## src/rtl/mioc_z80_pkg.sv

```systemverilog
// mioc_z80_pkg: command-type and bus-cycle state encodings shared by the Z80 bus master blocks.
package mioc_z80_pkg;
  typedef enum logic [2:0] {
    CMD_M1   = 3'd0,
    CMD_MRD  = 3'd1,
    CMD_MWR  = 3'd2,
    CMD_IORD = 3'd3,
    CMD_IOWR = 3'd4
  } cmd_t;
  typedef enum logic [3:0] {IDLE, T1, T2, TWA, TW, T3, T4, BUSGNT, ILL} state_t;
  localparam logic [7:0] ILL_RDATA = 8'hFF;
  function automatic logic cmd_legal(input logic [2:0] t);
    return t <= 3'd4;
  endfunction
endpackage

```

## src/rtl/z80_rfsh_cnt.sv

```systemverilog
// z80_rfsh_cnt: 7-bit refresh register, wraps 127 -> 0.
module z80_rfsh_cnt (
  input  logic       clk,
  input  logic       clr,
  input  logic       inc,
  output logic [6:0] cnt
);
  always_ff @(posedge clk)
    if (clr) cnt <= '0;
    else if (inc) cnt <= cnt + 7'd1;
endmodule

```

## src/rtl/z80_bus_master.sv

```systemverilog
// z80_bus_master: Z80 bus-cycle sequencer for M1, memory and I/O cycles with refresh and bus grant.
module z80_bus_master
  import mioc_z80_pkg::*;
(
  input  logic        B_PHI,
  input  logic        RESET,
  input  logic        CMD_VALID,
  output logic        CMD_READY,
  input  logic [2:0]  CMD_TYPE,
  input  logic [15:0] CMD_ADDR,
  input  logic [7:0]  CMD_WDATA,
  output logic        RSP_VALID,
  output logic [7:0]  RSP_RDATA,
  output logic [15:0] BA,
  input  logic [7:0]  BD_IN,
  output logic [7:0]  BD_OUT,
  output logic        BD_OE,
  output logic        BMREQ_N,
  output logic        BRD_N,
  output logic        N_BWR,
  output logic        IORQ_N,
  output logic        BM1_N,
  output logic        BRFSH_N,
  input  logic        WAIT_N,
  input  logic        BUSRQ_N,
  output logic        BUSAK_N,
  output logic        BUS_OE
);
  state_t state, state_nx, start;
  logic [2:0] typ;
  logic [15:0] addr;
  logic [7:0] wdata;
  logic [6:0] r;
  logic m1, io, wr, accept, m1_cap, rd_cap, t13, t23, pre3, rfsh;

  assign m1 = typ == CMD_M1;
  assign io = typ == CMD_IORD || typ == CMD_IOWR;
  assign wr = typ == CMD_MWR || typ == CMD_IOWR;
  assign CMD_READY = BUSRQ_N && (state == IDLE || state == T4 || (state == T3 && !m1));
  assign accept = CMD_VALID && CMD_READY;
  // opcode fetch latches data on the edge that leaves the wait window
  assign m1_cap = m1 && state_nx == T3;
  assign rd_cap = state == T3 && (typ == CMD_MRD || typ == CMD_IORD);

  z80_rfsh_cnt u_rfsh (
    .clk(B_PHI),
    .clr(RESET),
    .inc(state == T4),
    .cnt(r)
  );

  always_ff @(posedge B_PHI)
    if (RESET) state <= IDLE;
    else state <= state_nx;

  // bus request wins over a pending command at every accept point
  always_comb begin
    start = !BUSRQ_N ? BUSGNT : !CMD_VALID ? IDLE : cmd_legal(CMD_TYPE) ? T1 : ILL;
    state_nx = IDLE;
    case (state)
      IDLE, T4: state_nx = start;
      T1:       state_nx = T2;
      T2:       state_nx = io ? TWA : WAIT_N ? T3 : TW;
      TWA, TW:  state_nx = WAIT_N ? T3 : TW;
      T3:       state_nx = m1 ? T4 : start;
      BUSGNT:   state_nx = BUSRQ_N ? IDLE : BUSGNT;
      default:  state_nx = IDLE;
    endcase
  end

  always_ff @(posedge B_PHI)
    if (RESET) begin
      typ <= '0;
      addr <= '0;
      wdata <= '0;
      RSP_VALID <= 1'b0;
      RSP_RDATA <= '0;
    end else begin
      if (accept) begin
        typ <= CMD_TYPE;
        addr <= CMD_ADDR;
        wdata <= CMD_WDATA;
      end
      RSP_VALID <= m1_cap || (state == T3 && !m1) || state == ILL;
      RSP_RDATA <= (m1_cap || rd_cap) ? BD_IN : state == ILL ? ILL_RDATA : RSP_RDATA;
    end

  always_comb begin
    t13 = state inside {T1, T2, TWA, TW, T3};
    t23 = state inside {T2, TWA, TW, T3};
    pre3 = m1 && state inside {T1, T2, TW};
    rfsh = m1 && state inside {T3, T4};
    BM1_N = !pre3;
    BMREQ_N = !(!io && (t13 || rfsh));
    BRD_N = !(pre3 || (typ == CMD_MRD && t13) || (typ == CMD_IORD && t23));
    N_BWR = !(wr && t23);
    IORQ_N = !(io && t23);
    BRFSH_N = !rfsh;
    BD_OE = wr && t13;
    BD_OUT = wdata;
    BA = rfsh ? {9'd0, r} : addr;
    BUSAK_N = state != BUSGNT;
    BUS_OE = state != BUSGNT;
  end
endmodule

```

## config.mk

```make
export PLATFORM = sky130hd
export DESIGN_NAME = z80_bus_master
export DESIGN_NICKNAME = d
export VERILOG_FILES = /design/src/rtl/mioc_z80_pkg.sv /design/src/rtl/z80_rfsh_cnt.sv /design/src/rtl/z80_bus_master.sv
export SDC_FILE = /design/constraint.sdc
export NUM_CORES = 1
export LEC_CHECK = 0
export BUFFER_PORTS_ARGS = -buffer_cell sky130_fd_sc_hd__buf_2
export CORE_MARGIN = 2
export CORE_UTILIZATION = 35
export CTS_BUF_LIST = sky130_fd_sc_hd__clkbuf_4 sky130_fd_sc_hd__clkbuf_8 sky130_fd_sc_hd__clkbuf_16
export DETAILED_ROUTE_END_ITERATION = 8
export PLACE_DENSITY = 0.67
export SLEW_MARGIN = 5
export SYNTH_ARGS = -nofsm -noshare
export SYNTH_HDL_FRONTEND = slang
export SYNTH_SLANG_ARGS = --single-unit
```

## constraint.sdc

```tcl
create_clock -name B_PHI -period 3.9 [get_ports B_PHI]
set_input_delay 0.39 -clock B_PHI [delete_from_list [all_inputs] [get_ports B_PHI]]
set_output_delay 0.39 -clock B_PHI [all_outputs]
set_load 0.05 [all_outputs]
```

# Word-level counts from Yosys, hierarchy flattened
# Index checks and enable logic that the tools add are counted.
[word_totals] in_bits=40 word_cells=75 ff_bits=47 out_inout_bits=43
[classes] addsub=1 eq_ne=14 reduce_logical=41 mux=11 magnitude_cmp=1
[op_table] cell="$pmux W4 S6" count=1
[op_table] cell="$eq A4 B3 Y1 const B" count=5
[op_table] cell="$mux W4" count=5
[op_table] cell="$mux W16" count=1
[op_table] cell="$mux W8" count=2
[op_table] cell="$logic_and A1 B1 Y1" count=13
[op_table] cell="$logic_or A1 B1 Y1" count=11
[op_table] cell="$eq A4 B2 Y1 const B" count=2
[op_table] cell="$logic_not A1 Y1" count=8
[op_table] cell="$add A7 B1 Y7 const B" count=1
[op_table] cell="$eq A3 B2 Y1 const B" count=2
[op_table] cell="$reduce_bool A5 Y1" count=1
[op_table] cell="$eq A4 B1 Y1 const B" count=1
[op_table] cell="$eq A4 B4 Y1 const B" count=1
[op_table] cell="$logic_not A4 Y1" count=1
[op_table] cell="$ne A4 B3 Y1 const B" count=1
[op_table] cell="$reduce_bool A2 Y1" count=2
[op_table] cell="$reduce_bool A4 Y1" count=1
[op_table] cell="$reduce_or A2 Y1" count=2
[op_table] cell="$eq A3 B1 Y1 const B" count=1
[op_table] cell="$eq A3 B3 Y1 const B" count=1
[op_table] cell="$le A3 B3 Y1 const B" count=1
[op_table] cell="$logic_not A3 Y1" count=1
[op_table] cell="$mux W3" count=1
[op_table] cell="other kinds (2)" count=2

# Depth between registers and ports, before layout
[logic_depth] depth_word=10 ltp_mapped=9 mapped_depth_nobuf=6

# Cells and area by module
# A second synthesis with hierarchy kept.
[unflattened] hier_cells=257 area_unflattened_um2=2414.8
[by_module_without_submodules] mod="z80_bus_master" area_each_um2=2142.1 cells_per_inst=228 n_inst=1 seq_area_each_um2=800.8
[by_module_without_submodules] mod="z80_rfsh_cnt" area_each_um2=272.8 cells_per_inst=29 n_inst=1 seq_area_each_um2=140.1

# Worst setup path after synthesis
# No wires, ideal clock.
[synth_timing] path_type="flip-flop to output port" start="register state[1]" end="output BD_OE" setup_slack_ns=1.108 n_path_buf=2 stages_incl_launch_ff=5 arrival_ns=2.402 t_required_ns=3.510 cell_sequence="dfxtp_1 -> buf_2 -> clkbuf_1 -> nor3_1 -> nor4_1"
[synth_via] elab_chain_cells=3 elab_cells_between_ends=7 cone_classes="eq/ne: 5; reduce/logical: 2"
[synth_rtl] item="start, declared" line_no="z80_bus_master.sv:29" source="state_t state, state_nx, start;"
[synth_rtl] item="start signal, assigned" line_no="z80_bus_master.sv:54" source="else state <= state_nx;"
[synth_rtl] item="$eq A4 B1 Y1 (tied with other cells)" line_no="z80_bus_master.sv:89" source="t13 = state inside {T1, T2, TWA, TW, T3};"
[synth_rtl] item="$reduce_bool A5 Y1 *" line_no="z80_bus_master.sv:89"
[synth_rtl] item="$logic_and A1 B1 Y1 *" line_no="z80_bus_master.sv:99" source="BD_OE = wr && t13;"
[synth_rtl] item="end, declared" line_no="z80_bus_master.sv:17" source="output logic BD_OE,"
# Mark *: on every way between the ends. The rest lies on a longest branch, timed or not.

# Worst setup path in the final report
[layout_timing] start="register typ[2]" end="output BA[6]"
[layout_via] elab_chain_cells=3
[layout_rtl] item="start, declared" line_no="z80_bus_master.sv:30" source="logic [2:0] typ;"
[layout_rtl] item="start signal, assigned" line_no="z80_bus_master.sv:73" source="typ <= '0;"
[layout_rtl] item="start signal, assigned" line_no="z80_bus_master.sv:80" source="typ <= CMD_TYPE;"
[layout_rtl] item="$logic_not A3 Y1" line_no="z80_bus_master.sv:36" source="assign m1 = typ == CMD_M1;"
[layout_rtl] item="$logic_and A1 B1 Y1" line_no="z80_bus_master.sv:92" source="rfsh = m1 && state inside {T3, T4};"
[layout_rtl] item="$mux W16" line_no="z80_bus_master.sv:101" source="BA = rfsh ? {9'd0, r} : addr;"
[layout_rtl] item="end, declared" line_no="z80_bus_master.sv:14" source="output logic [15:0] BA,"
# Every way passes these cells.

==> run metrics <==
run status complete, no violations; TritonCTS Buffers 5; initial DRC count 59; Crit. Startpoint typ[2]; hpwl dp 3675 µm; Placed Area 0.002690 mm²; Post-DRT Antenna Nets 0; maxcap violations 0; switching portion of total power 0.4578; clock share of power 0.204; Final Setup Violations 0; Die ar. 0.007243 mm²; fmax 366.6 MHz; Setup Crit Path Kind flop to output pin; synthesis-to-layout area growth 22.77%; Routed WL 5255 µm; Tmin final 2.728 ns; initial antenna violation count 0; RR Endpoint BD_OUT[6]; worst hold path depth 3; Period Utilization, post-route 0.6995; share of the synthesized area in the top cell type 0.4087; hold_buf cts 0; cell count after placement 414; share of layout cells above drive strength 1 0.3159; Worst setup EP type output pin; HP Start CMD_WDATA[0]; peak supply drop 0.3236 mV; NumNets Final 385; worst slew pin tran 0.9327 ns; Post-Syn Nets 315; commonest cells in the netlist nand2_1, dfxtp_1, a21oi_1, nor2_1, nand2b_1; IO buf count 82; Hold EP BD_OUT[0]; root cell of the clock tree clkbuf_8; GRT Resource Usage Total 0.1480; Slew HR 0.3782; synth top area cells dfxtp_1, nand2_1, a21oi_1, mux2_2, a2bb2oi_1; wire per inst 12.45 µm; Leakage 1.240 nW; Switch Pwr 946.4 µW; Final WS setup 1.172 ns; dominant cell by count in the synthesized netlist nand2_1; Crit-path slowest cell or3_1; Comb pwr share 0.476; die width 85.11 µm; post-CTS sizing 0; slowest stage delay, CP 0.48 ns; final slew viol count 0; Hold Crit Class input port to flop; RSZ-0062 raised after global routing no; number of global-route vias before repair 1922; Post-synth EDFFs 0; Vias/cell 4.953; Chip Height 85.11 µm; Synth cell types 47; Worst-path clk slew 0.09 ns; reg2reg setup slack 1.34 ns; CP max FO 18; required time of the critical path 3.51 ns; Mapped Area 0.002302 mm²; CP Launch Type flop; Pint 1.121 mW; leading area contributor after synthesis dfxtp_1; clock latency on the worst-skew pair 0.29 ns; sequential power share 0.320; worst-path cell chain or3_1 -> nor2_4 -> nand3_2 -> mux2_2 -> buf_2; CP arrival 2.34 ns; crit path buf inv count 1; fraction of registers with async set/reset 0; DRC viols 0; ys flop type dfxtp_1; Initial Util 0.3626; global-route wire length before repair 8859 µm; Rows 29; CTS tree built; Vias 2090; Ports 83; htree depth 2; gpl congestion 0.8252; Seq/Total Area, Yosys 0.4087; post-CTS setup buffers 0; synth warn 0; Placement Setup Slack 1.342 ns; GRT Residual Overflow 0; largest net degree at the start of global routing 48; Crit Reg-Reg Startpoint state[0]; TNS Setup 0 ns; hold slack 0.3264 ns; Seq cells post-synth 47; CP delay by family, top simple AND/OR/NAND/NOR gates; Synth Instances 274; Fin. Hold Viols 0; non-filler cells, final 422; design area 0.002826 mm²; clock tree sinks 47; worst reg2reg path depth 6; PD cells 731.3 mW/mm²; number of buffers on the longest clock path 2; setup clock skew after layout 0.009983 ns; diode count 0; Core Box Area 0.006350 mm²; synthesized area per cell 8.402 µm²; 1st-pass router iterations 4
## layout make-up
type	count	area (µm²)
timing repair buffer	82	410.4
multi-input combinational	206	1235
tap	77	96.34
clock buffer	6	76.32
sequential	47	940.9
clock inverter	2	60.06
fill	658	3523
inverter	2	7.507
## flip-flops by register name, summed over array words and instances (netlist names)
name / cells
state: 4
BD_OUT: 8
RSP_RDATA: 8
RSP_VALID: 1
addr: 16
typ: 3
u_rfsh.cnt: 7
## placed cells by master (no fill, tap or decap), drive strengths merged, types with 3 or more instances in the layout
cell type,netlist,layout
buf,10,82
nand2,64,64
dfxtp,47,47
a21oi,30,30
nor2,17,17
nand2b,11,11
and2,10,10
a2bb2oi,8,8
xor2,7,7
mux2,7,7
o21ai,7,7
clkbuf,9,6
nor3,5,5
nor2b,4,4
xnor2,3,3
o21a,3,3
nor4,3,3
a211oi,3,3
## worst max-delay path by stage
stage / endpoint / slack (ns) / cells past startpoint
finish: BA[6] / 1.17 / 5
global route: addr[1] / 1.02 / 6
CTS: BA[0] / 1.16 / 5
detailed placement: BD_OUT[6] / 1.34 / 6
global placement: addr[14] / 1.45 / 6
floorplan: BD_OE / 1.11 / 4
## metal layers
metal | GRT usage | share of wire | vias to the layer above
met4 | 0.05051 | 0.011 | 0
li1 | - | - | 1066
met5 | 0 | 0 | -
met3 | 0.04086 | 0.064 | 4
met2 | 0.2330 | 0.46 | 61
met1 | 0.1957 | 0.47 | 959
## cells by family after synthesis
group,synth area share
adders and majority gates,0.005434
and+or+nand+nor,0.2641
muxes,0.03859
AOI/OAI and AO/OA,0.1902
xor gates and xnor gates,0.03805
DFF,0.4087
buffers and inverters,0.05489
## power by group through the flow
stage                     Combinational [mW]  Clock, mW  Sequential [mW]
final                                  0.984      0.421            0.662
after global routing                    1.05      0.460            0.679
after CTS                              0.994      0.439            0.662
after detailed placement               0.990          0            0.672
after global placement                 0.982          0            0.668
after floorplan                        0.762          0            0.728
## stage by stage
step	total power [mW]	util
2_1_floorplan	1.490	-
3_3_place_gp	1.650	0.4236
3_5_place_dp	1.662	0.4236
4_1_cts	2.095	0.4451
5_1_grt	2.192	0.4451
6_report	2.067	0.4451
## worst min-delay path, delay by kind of cell
family                 cells  cell delay [ns]
buffers and inverters      1             0.09
AO/OA/AOI/OAI              1             0.05
AND/OR/NAND/NOR            1             0.04
(Power assumes the default switching activity.)
